===== src/rtl/datapath_ctrl_4bits.sv =====
// +----------------------------------------------------------------------------+
// | Module  : datapath_ctrl_4bits                                              |
// | Brief   : Instruction sequencer driving the 4-bit register-file/ALU path.  |
// | Revision: 1.0 - initial release                                            |
// +----------------------------------------------------------------------------+
`default_nettype none

module datapath_ctrl_4bits #(
  parameter int unsigned EXEC_WAIT = 0
) (
  input  logic        clk,
  input  logic        rst,
  input  logic [15:0] instr,
  input  logic        instr_valid,
  output logic        instr_ready,
  output logic [3:0]  dados,
  output logic [2:0]  opcode,
  output logic [1:0]  reg_addr,
  output logic        write_enable,
  output logic        sel12,
  output logic        sel21,
  output logic        carry_in,
  output logic        done,
  output logic        busy,
  output logic [7:0]  instr_count
);

  typedef enum logic [2:0] {
    S_IDLE = 3'd0,
    S_LDI  = 3'd1,
    S_RDA  = 3'd2,
    S_RDB  = 3'd3,
    S_LATB = 3'd4,
    S_WAIT = 3'd5,
    S_WB   = 3'd6
  } state_t;

  localparam logic [2:0] C_WAIT_LOAD = 3'(EXEC_WAIT);

  state_t      state_q, state_d;
  logic [15:0] instr_q, instr_d;
  logic [2:0]  wait_cnt_q, wait_cnt_d;
  logic        retire;

  logic [3:0]  dados_q, dados_d;
  logic [2:0]  opcode_q, opcode_d;
  logic [1:0]  reg_addr_q, reg_addr_d;
  logic        write_enable_q, write_enable_d;
  logic        sel12_q, sel12_d;
  logic        sel21_q, sel21_d;
  logic        carry_in_q, carry_in_d;
  logic        done_q, done_d;
  logic [7:0]  instr_count_q, instr_count_d;

  logic [1:0]  f_class;
  logic [2:0]  f_op;
  logic [1:0]  f_rd, f_rs1, f_rs2;
  logic        f_cin;
  logic [3:0]  f_imm;

  // Outputs are decoded from the upcoming state so they are valid for the whole state.
  assign f_class = instr_d[15:14];
  assign f_op    = instr_d[13:11];
  assign f_rd    = instr_d[10:9];
  assign f_rs1   = instr_d[8:7];
  assign f_rs2   = instr_d[6:5];
  assign f_cin   = instr_d[4];
  assign f_imm   = instr_d[3:0];

  always_comb begin
    state_d    = state_q;
    instr_d    = instr_q;
    wait_cnt_d = wait_cnt_q;
    retire     = 1'b0;
    case (state_q)
      S_IDLE: begin
        if (instr_valid) begin
          instr_d = instr;
          case (instr[15:14])
            2'b00:   state_d = S_LDI;
            2'b01:   state_d = S_RDA;
            default: retire  = 1'b1;
          endcase
        end
      end
      S_LDI: begin
        state_d = S_IDLE;
        retire  = 1'b1;
      end
      S_RDA:  state_d = S_RDB;
      S_RDB:  state_d = S_LATB;
      S_LATB: begin
        if (EXEC_WAIT == 0) begin
          state_d = S_WB;
        end else begin
          state_d    = S_WAIT;
          wait_cnt_d = C_WAIT_LOAD;
        end
      end
      S_WAIT: begin
        if (wait_cnt_q == 3'd1) state_d = S_WB;
        else                    wait_cnt_d = wait_cnt_q - 3'd1;
      end
      S_WB: begin
        state_d = S_IDLE;
        retire  = 1'b1;
      end
      default: state_d = S_IDLE;
    endcase
  end

  always_comb begin
    dados_d        = dados_q;
    opcode_d       = opcode_q;
    reg_addr_d     = reg_addr_q;
    sel12_d        = sel12_q;
    sel21_d        = sel21_q;
    carry_in_d     = carry_in_q;
    write_enable_d = 1'b0;
    done_d         = retire;
    instr_count_d  = retire ? instr_count_q + 8'd1 : instr_count_q;
    case (state_d)
      S_LDI: begin
        reg_addr_d     = f_rd;
        dados_d        = f_imm;
        sel21_d        = 1'b0;
        write_enable_d = 1'b1;
      end
      S_RDA: begin
        reg_addr_d = f_rs1;
        sel12_d    = 1'b0;
      end
      S_RDB: begin
        reg_addr_d = f_rs2;
        sel12_d    = 1'b0;
      end
      S_LATB, S_WAIT: begin
        reg_addr_d = f_rs2;
        sel12_d    = 1'b1;
        opcode_d   = f_op;
        carry_in_d = f_cin;
      end
      S_WB: begin
        reg_addr_d     = f_rd;
        sel12_d        = 1'b1;
        sel21_d        = 1'b1;
        write_enable_d = 1'b1;
        opcode_d       = f_op;
        carry_in_d     = f_cin;
      end
      default: ;
    endcase
  end

  always_ff @(posedge clk or posedge rst) begin
    if (rst) begin
      state_q        <= S_IDLE;
      instr_q        <= '0;
      wait_cnt_q     <= '0;
      dados_q        <= '0;
      opcode_q       <= '0;
      reg_addr_q     <= '0;
      write_enable_q <= 1'b0;
      sel12_q        <= 1'b0;
      sel21_q        <= 1'b0;
      carry_in_q     <= 1'b0;
      done_q         <= 1'b0;
      instr_count_q  <= '0;
    end else begin
      state_q        <= state_d;
      instr_q        <= instr_d;
      wait_cnt_q     <= wait_cnt_d;
      dados_q        <= dados_d;
      opcode_q       <= opcode_d;
      reg_addr_q     <= reg_addr_d;
      write_enable_q <= write_enable_d;
      sel12_q        <= sel12_d;
      sel21_q        <= sel21_d;
      carry_in_q     <= carry_in_d;
      done_q         <= done_d;
      instr_count_q  <= instr_count_d;
    end
  end

  assign instr_ready  = (state_q == S_IDLE);
  assign busy         = ~instr_ready;
  assign dados        = dados_q;
  assign opcode       = opcode_q;
  assign reg_addr     = reg_addr_q;
  assign write_enable = write_enable_q;
  assign sel12        = sel12_q;
  assign sel21        = sel21_q;
  assign carry_in     = carry_in_q;
  assign done         = done_q;
  assign instr_count  = instr_count_q;

endmodule

`default_nettype wire


===== config.mk =====
export PLATFORM = sky130hd
export DESIGN_NAME = datapath_ctrl_4bits
export DESIGN_NICKNAME = d
export VERILOG_FILES = /design/src/rtl/datapath_ctrl_4bits.sv
export SDC_FILE = /design/constraint.sdc
export NUM_CORES = 1
export LEC_CHECK = 0
export CAP_MARGIN = 10
export CORE_ASPECT_RATIO = 1.2
export CORE_MARGIN = 2
export CORE_UTILIZATION = 35
export DETAILED_ROUTE_END_ITERATION = 8
export DONT_BUFFER_PORTS = 1
export MAX_ROUTING_LAYER = met4
export PLACE_DENSITY_LB_ADDON = 0.25
export SKIP_CTS_REPAIR_TIMING = 1
export SLEW_MARGIN = 15
export SYNTH_ARGS = -nofsm -noshare
export SYNTH_HDL_FRONTEND = slang
export SYNTH_SLANG_ARGS = --single-unit

===== constraint.sdc =====
create_clock -name clk -period 2.7 [get_ports clk]
set_clock_uncertainty 0.1 [all_clocks]
set_input_delay 0.135 -clock clk [delete_from_list [all_inputs] [get_ports clk]]
set_output_delay 0.135 -clock clk [all_outputs]
set_load 0.01 [all_outputs]

# --- Yosys cells after proc, flatten, opt, wreduce, memory -nomap -nowiden ---
# Index checks and enable logic that the tools add are counted.
classes:
  addsub: 2
  multipliers: 0
  div_mod_pow: 0
  magnitude_cmp: 0
  n_eq_ne: 14
  shifts: 0
  muxes: 13
  bitwise: 2
  reduce_logical: 12
op_table:
  columns: ["op", "count"]
  rows:
  - ["14-bit 2-to-1 mux", 2]
  - ["3-bit equality test, second input constant", 6]
  - ["3-bit case mux with 5 select lines", 1]
  - ["3-bit by 2-bit equality test with 1-bit output, second input constant", 4]
  - ["3-bit by 1-bit equality test with 1-bit output, second input constant", 3]
  - ["8-bit by 1-bit adder with 8-bit output, second input constant", 1]
  - ["2-bit OR reduction", 4]
  - ["3-bit 2-to-1 mux", 2]
  - ["1-bit case mux with 2 select lines", 3]
  - ["2-bit case mux with 3 select lines", 1]
  - ["3-bit case mux with 2 select lines", 1]
  - ["3-bit OR reduction", 2]
  - ["2-bit nonzero test", 2]
  - ["3-bit zero test", 1]
  - ["1-bit 2-to-1 mux", 3]
  - ["3-bit nonzero test", 1]
  - ["3-bit by 1-bit subtractor with 3-bit output, second input constant", 1]
  - ["2-bit by 1-bit equality test with 1-bit output, second input constant", 1]
  - ["2-bit zero test", 1]
  - ["1-bit inverter", 2]
  - ["2-bit AND reduction", 1]
word_totals:
  register_bits: 42
  latch_bits: 0
  mem_bits_rw: 0
  rom_bits: 0
  inputBits: 19
  out_inout_bits: 24
  word_cells: 55
  n_memories: 0

# --- Logic depth before layout (Yosys ltp) ---
logic_depth:
  ltp_word: 7
  mapped_depth: 7
  ltp_nobuf: 7

# --- Worst setup path before layout ---
# OpenSTA, ideal clock, no wires.
synth_timing:
  path_kind: "register to register"
  startpoint: "register state_q[0]"
  endpoint: "register dados_q[0], in the netlist dados[0]"
  setup_ps: 127
  arrival_ps: 1766
  required_time_ps: 2473
  slack_ps: 707
  path_stages_with_launch: 6
  n_path_buf: 2
  period_less_slack_ps: 1993
  path_cell_list: "dfrtp_1 -> buf_2 -> nor4b_4 -> buf_2 -> mux2_1 -> mux2_1"
synth_via:
  elab_cells_between_ends: 11
  classes_between: "eq/ne: 5; mux: 5; reduce/logical: 1"
synth_lines:
  columns: ["element", "line", "source"]
  rows:
  - ["start, declared", "40", "state_t state_q, state_d;"]
  - ["start signal, assigned", "170", "state_q <= state_d;"]
  - ["3-bit zero test", "75", "case (state_q)"]
  - ["14-bit 2-to-1 mux", "75", null]
  - ["via instr_d[0]", "41", "logic [15:0] instr_q, instr_d;"]
  - ["end signal, assigned", "173", "dados_q <= dados_d;"]
  - ["end, declared", "45", "logic [3:0] dados_q, dados_d;"]
# The timed path passes the listed nets, and every way through them passes these cells.
# A chain may end at the register's enable or synchronous reset.

# --- Final worst setup path ---
layout_timing:
  startpoint: "register state_q[1]"
  endpoint: "register reg_addr_q[0], in the netlist reg_addr[0]"
layout_via:
  elab_chain_cells: 6
  elab_cells_between_ends: 20
  classes_between: "eq/ne: 10; mux: 6; reduce/logical: 4"
layout_lines:
  columns: ["element", "line", "source"]
  rows:
  - ["3-bit case mux with 2 select lines", "79", "case (instr[15:14])"]
  - ["3-bit 2-to-1 mux", "77", "if (instr_valid) begin"]
  - ["3-bit case mux with 5 select lines", "75", null]
  - ["3-bit equality test (tied with other cells)", "122", "case (state_d)"]
  - ["3-bit OR reduction (no line) / 2-bit OR reduction (equally long branches)", null, null]
  - ["2-bit case mux with 3 select lines / 3-bit nonzero test (equally long branches)", null, null]
  - ["end signal, assigned", "175", "reg_addr_q <= reg_addr_d;"]
  - ["end, declared", "47", "logic [1:0] reg_addr_q, reg_addr_d;"]
# Several ways; a longest one is shown, not always the timed one.

==> results.cfg <==
[worst_setup_path]
r2r-start = state_q[1]
reg2regPathDepth = 5
critical_path_required_ns = 2.76
worst_ep_arrival_time_ns = 2.24
cp-end-kind = flip-flop
worstSetupStartpointType = flip-flop
r2r_end = reg_addr[0]
timing.reg2reg.setup_slack_ns = 0.52
cp_max_fo = 13
critPathKind = flip-flop to flip-flop

[synth]
yosysUniqueCellTypes = 37
syn_area_per_cell_sq_um = 12.8
synth_top_area_cell = dfrtp_1
synth_seq_cells = 42
synthTopCellsByArea = dfrtp_1 57%, mux2_1 8.6%, mux2_2 6.7%
yosys_most_used_dff = dfrtp_1
synth_cells = 144
syn_area_sq_um = 1840
yosysSeqAreaShare_pct = 57.2
synthArstFlopShare_pct = 100
yosysTopAreaCellShare_pct = 57.2
synth_edf_count = 0
yosysWarnings = 0
syn_nets = 166

[floorplanning]
core_sq_um = 5010
rows = 28
die_h_microns = 83.4
io_pins = 43
design.die.area_sq_um = 5850
start_util_pct = 36.7
die_width_microns = 70.2

[timing]
slew_violations = 0
finalCriticalPeriod_ns = 2.18
period_share_pct = 80.7
final.setup.tns_ns = 0
worst_pin_slew_ns = 0.553
hold_violations = 0
rsz0062_at_grt = false
fmax_mhz = 459
finalSetupViolCount = 0
max_slew_margin_pct = 63.1

[placement]
gp_congestion = 0.772
hpwl_mm = 2.37
dpl_cell_area_sq_um = 1900
dp.cells = 201
io_buffers = 0

[global_route]
grt_max_degree = 43
first_global_vias = 1105
grt_pass1_wl_mm = 5.53
antenna_found_initial = 0
overflow = 0
track_usage_pct = 12.4

[cts]
clkLatencyLatePin_ns = 0.29
cts_made_buffers = 5
clockBufferDepth = 2
ctsHtreeMaxLevel = 2
cts_tree = yes
cts_root_buf = clkbuf_8
path_clk_slew_ns = 0.08
cts.sinks = 42

[detailed_routing]
top_layer_used = met4
drtAntennaViolNets = 0
wl_per_cell_microns = 15.0
vias_per_cell = 5.03
wl_met3_microns = 213
met1_length_mm = 1.46
drt_iter0_drc = 49
drt-total-wl_mm = 3.35
drc = 0
firstDrtPassIters = 4
vias = 1126
wl_met2_mm = 1.67

[power_and_ir_drop]
p_leak_uw = 0.000958
ir_drop_uv = 527
p_per_area_nw_per_um2 = 1130

[job]
cap_violations = 0

[finish]
design_area_sq_um = 2140
fill_cells = 478
fin_cells = 224
mostFrequentLayoutCell = dfrtp_1
area_growth_syn_to_layout_pct = 16.3
antenna_cells = 0
final_nets = 185
final_cell_mix = 42 x dfrtp_1, 15 x dlygate4sd3_1, 14 x mux2_1
drive_gt1_share_pct = 15.2

[min_path]
whs_path_depth = 3
hold_class = primary input to flip-flop
hold_end = reg_addr[1]
min_from = instr[14]

[run_status]
status = complete, no violations
state kept, by name (all words and copies together), names as in the netlist:
name	flops
instr_q	14
instr_count	8
dados	4
opcode	3
state_q	3
wait_cnt_q	3
reg_addr	2
carry_in	1
done	1
sel12	1
sel21	1
write_enable	1
synth_stat cells, types with 3 or more instances:
| master | n |
|---|---|
| ha_1 | 3 |
| o21ai_0 | 3 |
| inv_1 | 9 |
| mux2_2 | 11 |
| dfrtp_1 | 42 |
| mux2_1 | 14 |
| buf_2 | 4 |
| xnor2_1 | 5 |
| nor2_1 | 4 |
| nand3_1 | 4 |
| nand2_1 | 11 |
| xor2_1 | 3 |
worst max path at each step:
| stage | startpoint | to | slack [ns] | cells after the start |
|---|---|---|---|---|
| after global routing | state_q[1] | reg_addr[0] | 0.35 | 5 |
| after detailed placement | state_q[1] | reg_addr[0] | 0.51 | 5 |
| final | state_q[1] | reg_addr[0] | 0.52 | 5 |
| after global placement | state_q[1] | reg_addr[0] | 0.55 | 5 |
| after CTS | state_q[1] | reg_addr[0] | 0.51 | 5 |
| after floorplan | state_q[0] | dados[0] | 0.71 | 5 |
stage by stage:
| step | worst slack (ns) | hold WS (ns) | power, uW | utilization, % |
|---|---|---|---|---|
| after floorplan | 0.707 | 0.170 | 1850 | - |
| after global placement | 0.548 | 0.0813 | 2010 | 37.9 |
| after detailed placement | 0.513 | 0.0968 | 2040 | 37.9 |
| after CTS | 0.507 | -0.228 | 2450 | 39.7 |
| after global routing | 0.355 | 0.0804 | 2620 | 42.7 |
| final | 0.521 | 0.0494 | 2430 | 42.7 |
critical path, stage by stage (launching register included):
cell     delay [ns]
dfrtp_1        0.53
or3_4          0.48
or3_1          0.52
nand2_4        0.14
mux2i_1        0.19
a32oi_1        0.10
final cells by class:
class	instances	area (sq um)	share of cell area (%)
Tap cell	60	75.1	3.51
Clock buffer	6	72.6	3.40
Sequential cell	42	1050	49.2
Clock inverter	2	13.8	0.644
Multi-Input combinational cell	88	726	34.0
Timing Repair Buffer	17	165	7.73
Inverter	9	33.8	1.58
routing by layer:
| metal | global-route usage [%] | vias up |
|---|---|---|
| met5 | - | - |
| met4 | 4.72 | 0 |
| met3 | 5.46 | 2 |
| met2 | 18.4 | 37 |
| met1 | 14.9 | 557 |
| li1 | - | 530 |
where the power goes:
part | total (uW) | leakage, uW | switching [uW] | internal, uW
Clock | 398 | 0.0000452 | 216 | 183
Combinational | 784 | 0.000403 | 367 | 416
Sequential | 1240 | 0.000509 | 315 | 929
logic make-up (layout without fill, tap and decap cells):
| kind of cell | count (synthesis) | after routing | synth area share (%) |
|---|---|---|---|
| mux | 26 | 26 | 15.9 |
| compound gates | 16 | 16 | 6.33 |
| flops | 42 | 42 | 57.2 |
| fa+ha+maj | 3 | 3 | 2.04 |
| xor+xnor | 8 | 8 | 3.81 |
| buf+inv | 14 | 34 | 3.34 |
| simple gates | 35 | 35 | 11.4 |
(Power assumes the default switching activity.)
